==> src/rtl/periph_arb_pkg.sv <==
// Shared types and helpers for the peripheral round-robin arbiter.
// The search function is sized for up to MAX_MASTER requesters.
package periph_arb_pkg;

  localparam int unsigned NB_MASTER_DFLT = 4;
  localparam int unsigned ID_W           = $clog2(NB_MASTER_DFLT);
  localparam int unsigned MAX_MASTER     = 32;
  localparam int unsigned PTR_W          = 5;

  typedef logic [ID_W-1:0] id_t;

  typedef enum logic {
    IDLE   = 1'b0,
    LOCKED = 1'b1
  } lock_state_e;

  // Returns {found, index} of the first set bit at or above ptr, modulo n.
  function automatic logic [PTR_W:0] rr_pick(input logic [MAX_MASTER-1:0] req,
                                             input logic [PTR_W:0]        n,
                                             input logic [PTR_W-1:0]      ptr);
    logic [PTR_W:0] idx;
    rr_pick = '0;
    for (int i = MAX_MASTER - 1; i >= 0; i--) begin
      idx = {1'b0, ptr} + (PTR_W + 1)'(i);
      if (idx >= n) idx = idx - n;
      if (((PTR_W + 1)'(i) < n) && req[idx[PTR_W-1:0]]) rr_pick = {1'b1, idx[PTR_W-1:0]};
    end
  endfunction

endpackage

==> src/rtl/fifo_v3.sv <==
// Small synchronous FIFO used as the in-order ID queue.
// A pop on an empty queue is ignored; a simultaneous push still lands.
module fifo_v3 #(
  parameter bit          FALL_THROUGH = 1'b0,
  parameter int unsigned DATA_WIDTH   = 32,
  parameter int unsigned DEPTH        = 8,
  localparam int unsigned ADDR_DEPTH  = (DEPTH > 1) ? $clog2(DEPTH) : 1
) (
  input  logic                  clk_i,
  input  logic                  rst_ni,
  input  logic                  flush_i,
  output logic                  full_o,
  output logic                  empty_o,
  input  logic [DATA_WIDTH-1:0] data_i,
  input  logic                  push_i,
  output logic [DATA_WIDTH-1:0] data_o,
  input  logic                  pop_i
);

  logic [DATA_WIDTH-1:0] mem [DEPTH];
  logic [ADDR_DEPTH-1:0] rd_ptr_q, wr_ptr_q;
  logic [ADDR_DEPTH:0]   cnt_q;
  logic                  do_push, do_pop, bypass;

  assign full_o  = (cnt_q == (ADDR_DEPTH + 1)'(DEPTH));
  assign empty_o = (cnt_q == '0);
  assign bypass  = FALL_THROUGH && empty_o && push_i && pop_i;
  assign do_push = push_i && !full_o && !bypass;
  assign do_pop  = pop_i && !empty_o;
  assign data_o  = (FALL_THROUGH && empty_o) ? data_i : mem[rd_ptr_q];

  always_ff @(posedge clk_i or negedge rst_ni) begin
    if (!rst_ni) begin
      rd_ptr_q <= '0;
      wr_ptr_q <= '0;
      cnt_q    <= '0;
    end else if (flush_i) begin
      rd_ptr_q <= '0;
      wr_ptr_q <= '0;
      cnt_q    <= '0;
    end else begin
      if (do_push) wr_ptr_q <= wr_ptr_q + 1'b1;
      if (do_pop)  rd_ptr_q <= rd_ptr_q + 1'b1;
      case ({do_push, do_pop})
        2'b10:   cnt_q <= cnt_q + 1'b1;
        2'b01:   cnt_q <= cnt_q - 1'b1;
        default: cnt_q <= cnt_q;
      endcase
    end
  end

  always_ff @(posedge clk_i) begin
    if (do_push) mem[wr_ptr_q] <= data_i;
  end

endmodule

==> src/rtl/periph_rr_arbiter.sv <==
// Round-robin arbiter sharing one peripheral port; responses routed back in order.
// state  | meaning
// IDLE   | winner chosen by round-robin search from rr_ptr
// LOCKED | request stalled downstream; winner held at lock_id
module periph_rr_arbiter
  import periph_arb_pkg::*;
#(
  parameter int unsigned NB_MASTER       = 4,
  parameter int unsigned ADDR_WIDTH      = 32,
  parameter int unsigned DATA_WIDTH      = 32,
  parameter int unsigned BE_WIDTH        = DATA_WIDTH / 8,
  parameter int unsigned MAX_OUTSTANDING = 4
) (
  input  logic                                  clk_i,
  input  logic                                  rst_ni,
  input  logic [NB_MASTER-1:0]                  m_req_i,
  input  logic [NB_MASTER-1:0][ADDR_WIDTH-1:0]  m_add_i,
  input  logic [NB_MASTER-1:0]                  m_we_n_i,
  input  logic [NB_MASTER-1:0][DATA_WIDTH-1:0]  m_wdata_i,
  input  logic [NB_MASTER-1:0][BE_WIDTH-1:0]    m_be_i,
  output logic [NB_MASTER-1:0]                  m_gnt_o,
  output logic [NB_MASTER-1:0]                  m_r_valid_o,
  output logic                                  m_r_opc_o,
  output logic [DATA_WIDTH-1:0]                 m_r_rdata_o,
  output logic                                  s_req_o,
  output logic [ADDR_WIDTH-1:0]                 s_add_o,
  output logic                                  s_we_n_o,
  output logic [DATA_WIDTH-1:0]                 s_wdata_o,
  output logic [BE_WIDTH-1:0]                   s_be_o,
  input  logic                                  s_gnt_i,
  input  logic                                  s_r_valid_i,
  input  logic                                  s_r_opc_i,
  input  logic [DATA_WIDTH-1:0]                 s_r_rdata_i,
  output logic                                  err_o
);

  localparam int unsigned IW = (NB_MASTER > 1) ? $clog2(NB_MASTER) : 1;

  lock_state_e     state_q, state_d;
  logic [IW-1:0]   rr_ptr_q, lock_id_q, lock_id_d, win, head;
  logic [PTR_W:0]  pick;
  logic            id_full, id_empty, hs, pop;
  logic            r_valid_q, r_opc_q, err_q;
  logic [IW-1:0]   r_id_q;
  logic [DATA_WIDTH-1:0] r_rdata_q;

  always_comb begin
    pick = rr_pick(MAX_MASTER'(m_req_i), (PTR_W + 1)'(NB_MASTER), PTR_W'(rr_ptr_q));
    win  = '0;
    if (state_q == LOCKED) win = lock_id_q;
    else if (pick[PTR_W])  win = IW'(pick[PTR_W-1:0]);
  end

  // No lookahead on a same-cycle pop: a full queue always blocks the request.
  assign s_req_o   = (|m_req_i) && !id_full;
  assign hs        = s_req_o && s_gnt_i;
  assign s_add_o   = m_add_i[win];
  assign s_we_n_o  = m_we_n_i[win];
  assign s_wdata_o = m_wdata_i[win];
  assign s_be_o    = m_be_i[win];

  always_comb begin
    m_gnt_o = '0;
    if (hs) m_gnt_o[win] = 1'b1;
  end

  always_comb begin
    state_d   = state_q;
    lock_id_d = lock_id_q;
    case (state_q)
      IDLE: begin
        if (s_req_o && !s_gnt_i) begin
          state_d   = LOCKED;
          lock_id_d = win;
        end
      end
      LOCKED: begin
        if (hs) state_d = IDLE;
      end
      default: state_d = IDLE;
    endcase
  end

  always_ff @(posedge clk_i or negedge rst_ni) begin
    if (!rst_ni) begin
      state_q   <= IDLE;
      lock_id_q <= '0;
      rr_ptr_q  <= '0;
    end else begin
      state_q   <= state_d;
      lock_id_q <= lock_id_d;
      if (hs) rr_ptr_q <= (win == IW'(NB_MASTER - 1)) ? '0 : win + 1'b1;
    end
  end

  assign pop = s_r_valid_i && !id_empty;

  fifo_v3 #(
    .FALL_THROUGH (1'b0),
    .DATA_WIDTH   (IW),
    .DEPTH        (MAX_OUTSTANDING)
  ) i_id_queue (
    .clk_i   (clk_i),
    .rst_ni  (rst_ni),
    .flush_i (1'b0),
    .full_o  (id_full),
    .empty_o (id_empty),
    .data_i  (win),
    .push_i  (hs),
    .data_o  (head),
    .pop_i   (pop)
  );

  always_ff @(posedge clk_i or negedge rst_ni) begin
    if (!rst_ni) begin
      r_valid_q <= 1'b0;
      r_id_q    <= '0;
      r_opc_q   <= 1'b0;
      r_rdata_q <= '0;
      err_q     <= 1'b0;
    end else begin
      r_valid_q <= pop;
      if (pop) begin
        r_id_q    <= head;
        r_opc_q   <= s_r_opc_i;
        r_rdata_q <= s_r_rdata_i;
      end
      if (s_r_valid_i && id_empty) err_q <= 1'b1;
    end
  end

  always_comb begin
    m_r_valid_o = '0;
    if (r_valid_q) m_r_valid_o[r_id_q] = 1'b1;
  end

  assign m_r_opc_o   = r_opc_q;
  assign m_r_rdata_o = r_rdata_q;
  assign err_o       = err_q;

endmodule

==> config.mk <==
export PLATFORM = sky130hd
export DESIGN_NAME = periph_rr_arbiter
export DESIGN_NICKNAME = d
export VERILOG_FILES = /design/src/rtl/periph_arb_pkg.sv /design/src/rtl/fifo_v3.sv /design/src/rtl/periph_rr_arbiter.sv
export SDC_FILE = /design/constraint.sdc
export NUM_CORES = 1
export LEC_CHECK = 0
export ABC_AREA = 1
export BUFFER_PORTS_ARGS = -buffer_cell sky130_fd_sc_hd__buf_2
export CORE_AREA = 2 2 167 169
export CTS_CLUSTER_DIAMETER = 150
export CTS_CLUSTER_SIZE = 40
export DETAILED_ROUTE_END_ITERATION = 8
export DIE_AREA = 0 0 169 171
export PLACE_DENSITY = 0.51
export SLEW_MARGIN = 15
export SYNTH_ARGS = -nofsm -noshare
export SYNTH_HDL_FRONTEND = slang
export SYNTH_SLANG_ARGS = --single-unit
==> constraint.sdc <==
create_clock -name clk_i -period 2.15 [get_ports clk_i]
set_input_delay 0.1075 -clock clk_i [delete_from_list [all_inputs] [get_ports clk_i]]
set_output_delay 0.1075 -clock clk_i [all_outputs]
set_load 0.1 [all_outputs]
==> flow_summary.toml, run 1 <==
[cts]
cts_tree = "done"
clockRootBuffer = "clkbuf_16"
cts.sinks = 57
htree_levels = 3
path_clk_slew_ns = 0.05
clock_path_buffers = 2
cts_buffers = 9
clk_latency_ns = 0.32

[floorplanning]
die_w_microns = 169
core-area_sq_um = 27300
io_pins = 429
rows = 61
chipHeight_microns = 171
die-area_sq_um = 28900
start_util_pct = 21.7

[timing]
hold_violations = 0
rsz0062_at_grt = "true"
min_period_ns = 2.74
fin_crit_sh_pct = 128
maxSlewHeadroom_pct = 66.7
skew_ns = 0.00517
finalSetupViolCount = 79
slew_violations = 0
worst_slack_ns = -0.592
tightest_slew_ns = 0.504
max_freq_mhz = 365

[logic_synthesis]
yosysMostFrequentCell = "nand2_1"
synth_edf_count = 8
synthCells = 1074
synth_area_leaders = "nand2_1, nand3_1, dfrtp_1"
synth_top_area_share_pct = 25.9
yosys_register_bits = 57
avgSynthCellArea_sq_um = 5.53
synth.largest_area_cell = "nand2_1"
yosysSeqAreaShare_pct = 24.7
yosys-top-cells-count = "nand2_1, nand3_1, inv_1, dfrtp_1, clkbuf_1"
ys_warn_count = 0
synth.distinct_cells = 29
async_reset_ff_share_pct = 86.0
synth_area_sq_um = 5940
synth_flop_cell = "dfrtp_1"
syn_nets = 1403

[detailed_routing]
dr.pass1.iters = 5
wl_per_cell_microns = 17.4
route.detailed.drc = 0
wirelength_microns = 33400
drtAntennaViolNets = 0
drtIter0Drc = 430
avgViaCountPerCell = 4.59
dr_total_vias = 8814

[global_routing]
grt_max_degree = 58
grt_overflow = 0
antenna_found_initial = 10
grt_pass1_vias = 8444
grt_usage_pct = 20.6
grt_pass1_wl_microns = 46500

[status]
violations = "setup timing"
status = "finished with violations"

[place]
hpwl_microns = 23700
port_buffers = 428
gp_congestion = 0.872
dpl_cell_area_sq_um = 11000

[worst_setup_path]
rrSetupSlack_ns = -0.22
cp-end-kind = "output port"
cp_cell_sequence = "inv_4 -> ha_4 -> inv_4 -> nand3_4 -> nand3_4 -> nand2_2 -> nand2_2 -> inv_2 -> nand2_4 -> nand3_4 -> buf_12 -> nand2_8 -> buf_12 -> inv_4 -> ha_4 -> inv_2 -> nor2_4 -> buf_12"
cp-start-kind = "flip-flop"
crit_slowest_cell = "dfrtp_2"
path_max_fanout = 10
critPathKind = "reg2out"
required_ns = 2.04
crit_buf_inv = 8
cpLargestDelayFamily = "buffers and inverters"
arrival_ns = 2.63
slowest_delay_ns = 0.43

[final_layout]
fin_area_sq_um = 13000
syn2layout_area_growth_pct = 119
fillers = 2756
drive_above_1_share_pct = 53.4
nets = 1891

[job]
drv_cap = 0

[hold_path]
hold_path.class = "in2reg"
-- kinds of logic after synthesis --
logic type	synth area share (%)
xor gates and xnor gates	0.590
AOI/OAI and AO/OA	1.62
buffers and inverters	17.0
and+or+nand+nor	53.5
DFF	24.7
adders and majority gates	2.65
-- per-layer routing --
layer  share of wire, %  GRT usage [%]  up-vias
met5               0.19              0        -
li1                   -              -     4327
met1                 40           24.6     4097
met3                6.4           4.51       56
met4                2.4           6.13       10
met2                 51           37.0      324
-- stage by stage --
| step | cells | setup slack [ns] | util [%] | hold slack [ns] | setup TNS (ns) |
|---|---|---|---|---|---|
| after floorplan | 1074 | -0.430 | - | -0.188 | -2.22 |
| after global placement | 1827 | -0.262 | 40.4 | -0.00400 | -14.63 |
| after detailed placement | 1827 | -0.298 | 40.4 | -0.00300 | -18.40 |
| after CTS | 1890 | -0.593 | 45.0 | 0.00118 | -40.61 |
| after global routing | 1916 | -0.729 | 47.6 | 0.0169 | -51.38 |
| final | 1919 | -0.592 | 47.6 | 0.0119 | -41.64 |
-- layout by cell type (no fill, tap or decap), types with 17 or more instances in the layout --
cell           synthesis  routed
buf_12                 0      94
dfrtp_1               49      47
clkbuf_16              0      17
inv_1                170     164
buf_4                  7      43
nand2_4                0      39
nand3_1              289     170
dlygate4sd3_1          0      32
nand3_2                2     109
nand2_2                5      84
nand2_8                0      37
nand2_1              410     255
buf_2                 23     355
-- sequential cells by signal (all words and copies together), names as in the netlist, named ones only --
name                 count
r_valid_q                1
lock_id_q                2
m_r_opc_o                1
i_id_queue.mem           8
r_id_q                   2
rr_ptr_q                 2
i_id_queue.rd_ptr_q      2
i_id_queue.cnt_q         3
m_r_rdata_o             32
i_id_queue.wr_ptr_q      2
err_o                    1
-- path summary, 6_finish.rpt --
path / start / end / cells past startpoint
worst max register to register: rr_ptr_q[0] / i_id_queue.mem[1][0] / 16
worst min register to register: m_r_rdata_o[31] / m_r_rdata_o[31] / 2
min in group asynchronous: rst_ni / i_id_queue.cnt_q[0] / 2
worst min-delay path: s_r_rdata_i[25] / m_r_rdata_o[25] / 3
max in group asynchronous: rst_ni / m_r_rdata_o[25] / 3
worst max-delay path: rr_ptr_q[0] / m_gnt_o[3] / 18
-- final cells by class --
| cell class | count | area [sq um] | share of cell area, % |
|---|---|---|---|
| clock buffer | 10 | 250 | 1.92 |
| timing repair buffer | 549 | 4770 | 36.7 |
| antenna | 6 | 15.0 | 0.115 |
| multi-input combinational | 770 | 5340 | 41.1 |
| clock inverter | 6 | 55.1 | 0.423 |
| inverter | 175 | 672 | 5.16 |
| tap | 346 | 433 | 3.33 |
| sequential | 57 | 1470 | 11.3 |
-- what timing repair did --
action,CTS,global route
resized for setup,108,102
endpoints found under the setup margin,79,79
pin swaps,41,34
gates cloned,5,10
hold buffers,32,0
hold endpoints to repair,55,0
setup buffers,10,16
-- tightest hold or removal path, delay by kind of cell --
family	cells	cell delay, ns
AND/OR/NAND/NOR	2	0.10
buffers and inverters	1	0.08
Power of run 1 is not shown: default switching activity piles up to over one toggle a cycle in this logic, so the estimate is an artifact.
==> run 2, diff against run 1 <==
--- a/config.mk
+++ b/config.mk
@@ -7,12 +7,12 @@
 export LEC_CHECK = 0
 export ABC_AREA = 1
 export BUFFER_PORTS_ARGS = -buffer_cell sky130_fd_sc_hd__buf_2
-export CORE_AREA = 2 2 167 169
+export CORE_AREA = 5 5 165 167
 export CTS_CLUSTER_DIAMETER = 150
 export CTS_CLUSTER_SIZE = 40
 export DETAILED_ROUTE_END_ITERATION = 8
-export DIE_AREA = 0 0 169 171
-export PLACE_DENSITY = 0.51
+export DIE_AREA = 0 0 170 172
+export PLACE_DENSITY = 0.54
 export SLEW_MARGIN = 15
 export SYNTH_ARGS = -nofsm -noshare
 export SYNTH_HDL_FRONTEND = slang
==> run 2 against run 1 <==
- the run still ends with setup timing left
- largest cell class unchanged
- routed wire length increased by 5.9%
- sequential share of layout area down 0.18 points
- highest routed layer unchanged
- register-to-register slack barely moved
- core utilization rose by 4.0 points
- die area is 1.2% higher
==> flow_summary.toml, run 2 (synthesis results as in run 1) <==
[status]
status = "finished with violations"
violations = "setup timing"

[worst_setup_path]
cp-start-kind = "flip-flop"
path_max_fanout = 6
slowest_delay_ns = 0.44
arrival_ns = 2.70
cp_common_cell = "nand3_4"
required_ns = 2.04
cp_cell_sequence = "inv_2 -> ha_4 -> inv_4 -> nand3_4 -> nand3_4 -> nand2_2 -> nand2_2 -> nand2_1 -> nand3_4 -> buf_12 -> buf_6 -> clkbuf_16 -> nand3_2 -> nand3_2 -> nand2_8 -> buf_12"
crit_slowest_cell = "dfrtp_1"
critPathKind = "reg2out"
rrSetupSlack_ns = -0.22
rr_startpoint = "rr_ptr_q[1]"
worstRegToRegCells = 16
cp-end-kind = "output port"
reg2reg_to = "rr_ptr_q[1]"

[global_routing]
grt_usage_pct = 20.4
antenna_found_initial = 4
grt_pass1_wl_microns = 47100
grt_pass1_vias = 8572
grt_max_degree = 70
grt_overflow = 0

[floorplanning]
core-area_sq_um = 25600
rows = 59
die_w_microns = 170
start_util_pct = 23.2
chipHeight_microns = 172
io_pins = 429
die-area_sq_um = 29200

[cts]
clock_path_buffers = 2
path_clk_slew_ns = 0.05
cts.sinks = 57
cts_buffers = 9
cts_tree = "done"
htree_levels = 3
clockRootBuffer = "clkbuf_16"
clk_latency_ns = 0.31

[detailed_routing]
dr.pass1.iters = 5
drtIter0Drc = 563
avgViaCountPerCell = 4.65
wl_per_cell_microns = 18.3
dr_total_vias = 8970
wirelength_microns = 35400
drtAntennaViolNets = 0
route.detailed.drc = 0

[timing]
min_period_ns = 2.81
rsz0062_at_grt = "true"
skew_ns = 0.00625
maxSlewHeadroom_pct = 66.3
finalSetupViolCount = 79
tightest_slew_ns = 0.508
max_freq_mhz = 356
fin_crit_sh_pct = 131
slew_violations = 0
hold_violations = 0
worst_slack_ns = -0.658

[hold_path]
hold_path.class = "in2reg"
min_from = "s_r_opc_i"
min_to = "m_r_opc_o"
hold_depth = 3

[final_layout]
nets = 1913
drive_above_1_share_pct = 52.4
syn2layout_area_growth_pct = 122
multiInputGateArea_sq_um = 5310
layout_commonest_cell = "buf_2"
fillers = 2485
final_cell_count_no_fill = 1931
largest_reg_flops = 32
final_cell_mix = "buf_2, nand2_1, nand3_1"
regArea_sq_um = 1470

[place]
placed_cells = 1835
gp_congestion = 0.954
hpwl_microns = 25100
port_buffers = 428

[job]
drv_cap = 0
==> run 2: cell count changes in the layout (fill, tap and decap cells not counted), moves of 3 or more <==
cell / change
clkbuf_16: +6
buf_4: +19
nand3_2: -36
nand2_4: +8
clkinv_2: -3
nand3_4: +7
nand2_2: -7
nand3_1: +28
==> run 2: worst max path at each step <==
stage                            from             end  slack [ns]  cells after the start
after CTS                 rr_ptr_q[0]   s_wdata_o[15]       -0.63                     18
after global routing      rr_ptr_q[0]     s_add_o[21]       -0.79                     18
after global placement    rr_ptr_q[0]   s_wdata_o[23]       -0.35                     17
final                     rr_ptr_q[1]     s_add_o[20]       -0.66                     16
after detailed placement  rr_ptr_q[0]    s_wdata_o[9]       -0.40                     17
after floorplan             r_id_q[0]  m_r_valid_o[3]       -0.43                      2
==> run 2: repair_timing <==
item	4_1_cts	5_1_grt
cloned	3	20
buffers inserted	8	10
hold endpoints to repair	81	0
hold buffers	33	0
gates resized for setup	46	156
endpoints found under the setup margin	79	80
pin swaps	8	47
==> run 2: layer usage <==
layer / track usage (%) / routed length [microns] / vias up / part of all wire (%)
met4: 6.46 / 1060 / 4 / 3.0
met3: 4.05 / 2600 / 60 / 7.3
li1: - / - / 4375 / -
met2: 35.5 / 18000 / 380 / 51
met1: 25.5 / 13700 / 4151 / 39
met5: 0 / 27 / - / 0.076
==> run 2: cell type report <==
class / instances / area share (%)
timing repair buffer: 571 / 37.8
clock inverter: 5 / 0.587
antenna: 7 / 0.133
multi-input combinational: 770 / 40.2
inverter: 175 / 5.10
clock buffer: 11 / 1.91
sequential: 57 / 11.1
tap: 335 / 3.17
==> run 2: through the flow <==
stage                     hold slack (ns)  util (%)  area (sq um)  worst slack, ns  setup TNS, ns
after global placement              0.123      43.4         11100           -0.350         -16.37
after detailed placement            0.131      43.4         11100           -0.401         -20.51
final                              0.0124      51.6         13200           -0.658         -45.83
after CTS                         0.00785      47.4         12100           -0.631         -44.10
after global routing               0.0167      51.5         13200           -0.788         -56.07
after floorplan                    -0.188         -          7130           -0.430          -2.22
==> run 2: critical path, delay by kind of cell, from the launching register on <==
kind	cells	cell delay, ns
and+or+nand+nor	9	0.81
DFF	1	0.44
adders and majority gates	1	0.32
buffers and inverters	6	0.77
Power of run 2 is left out for the same reason.
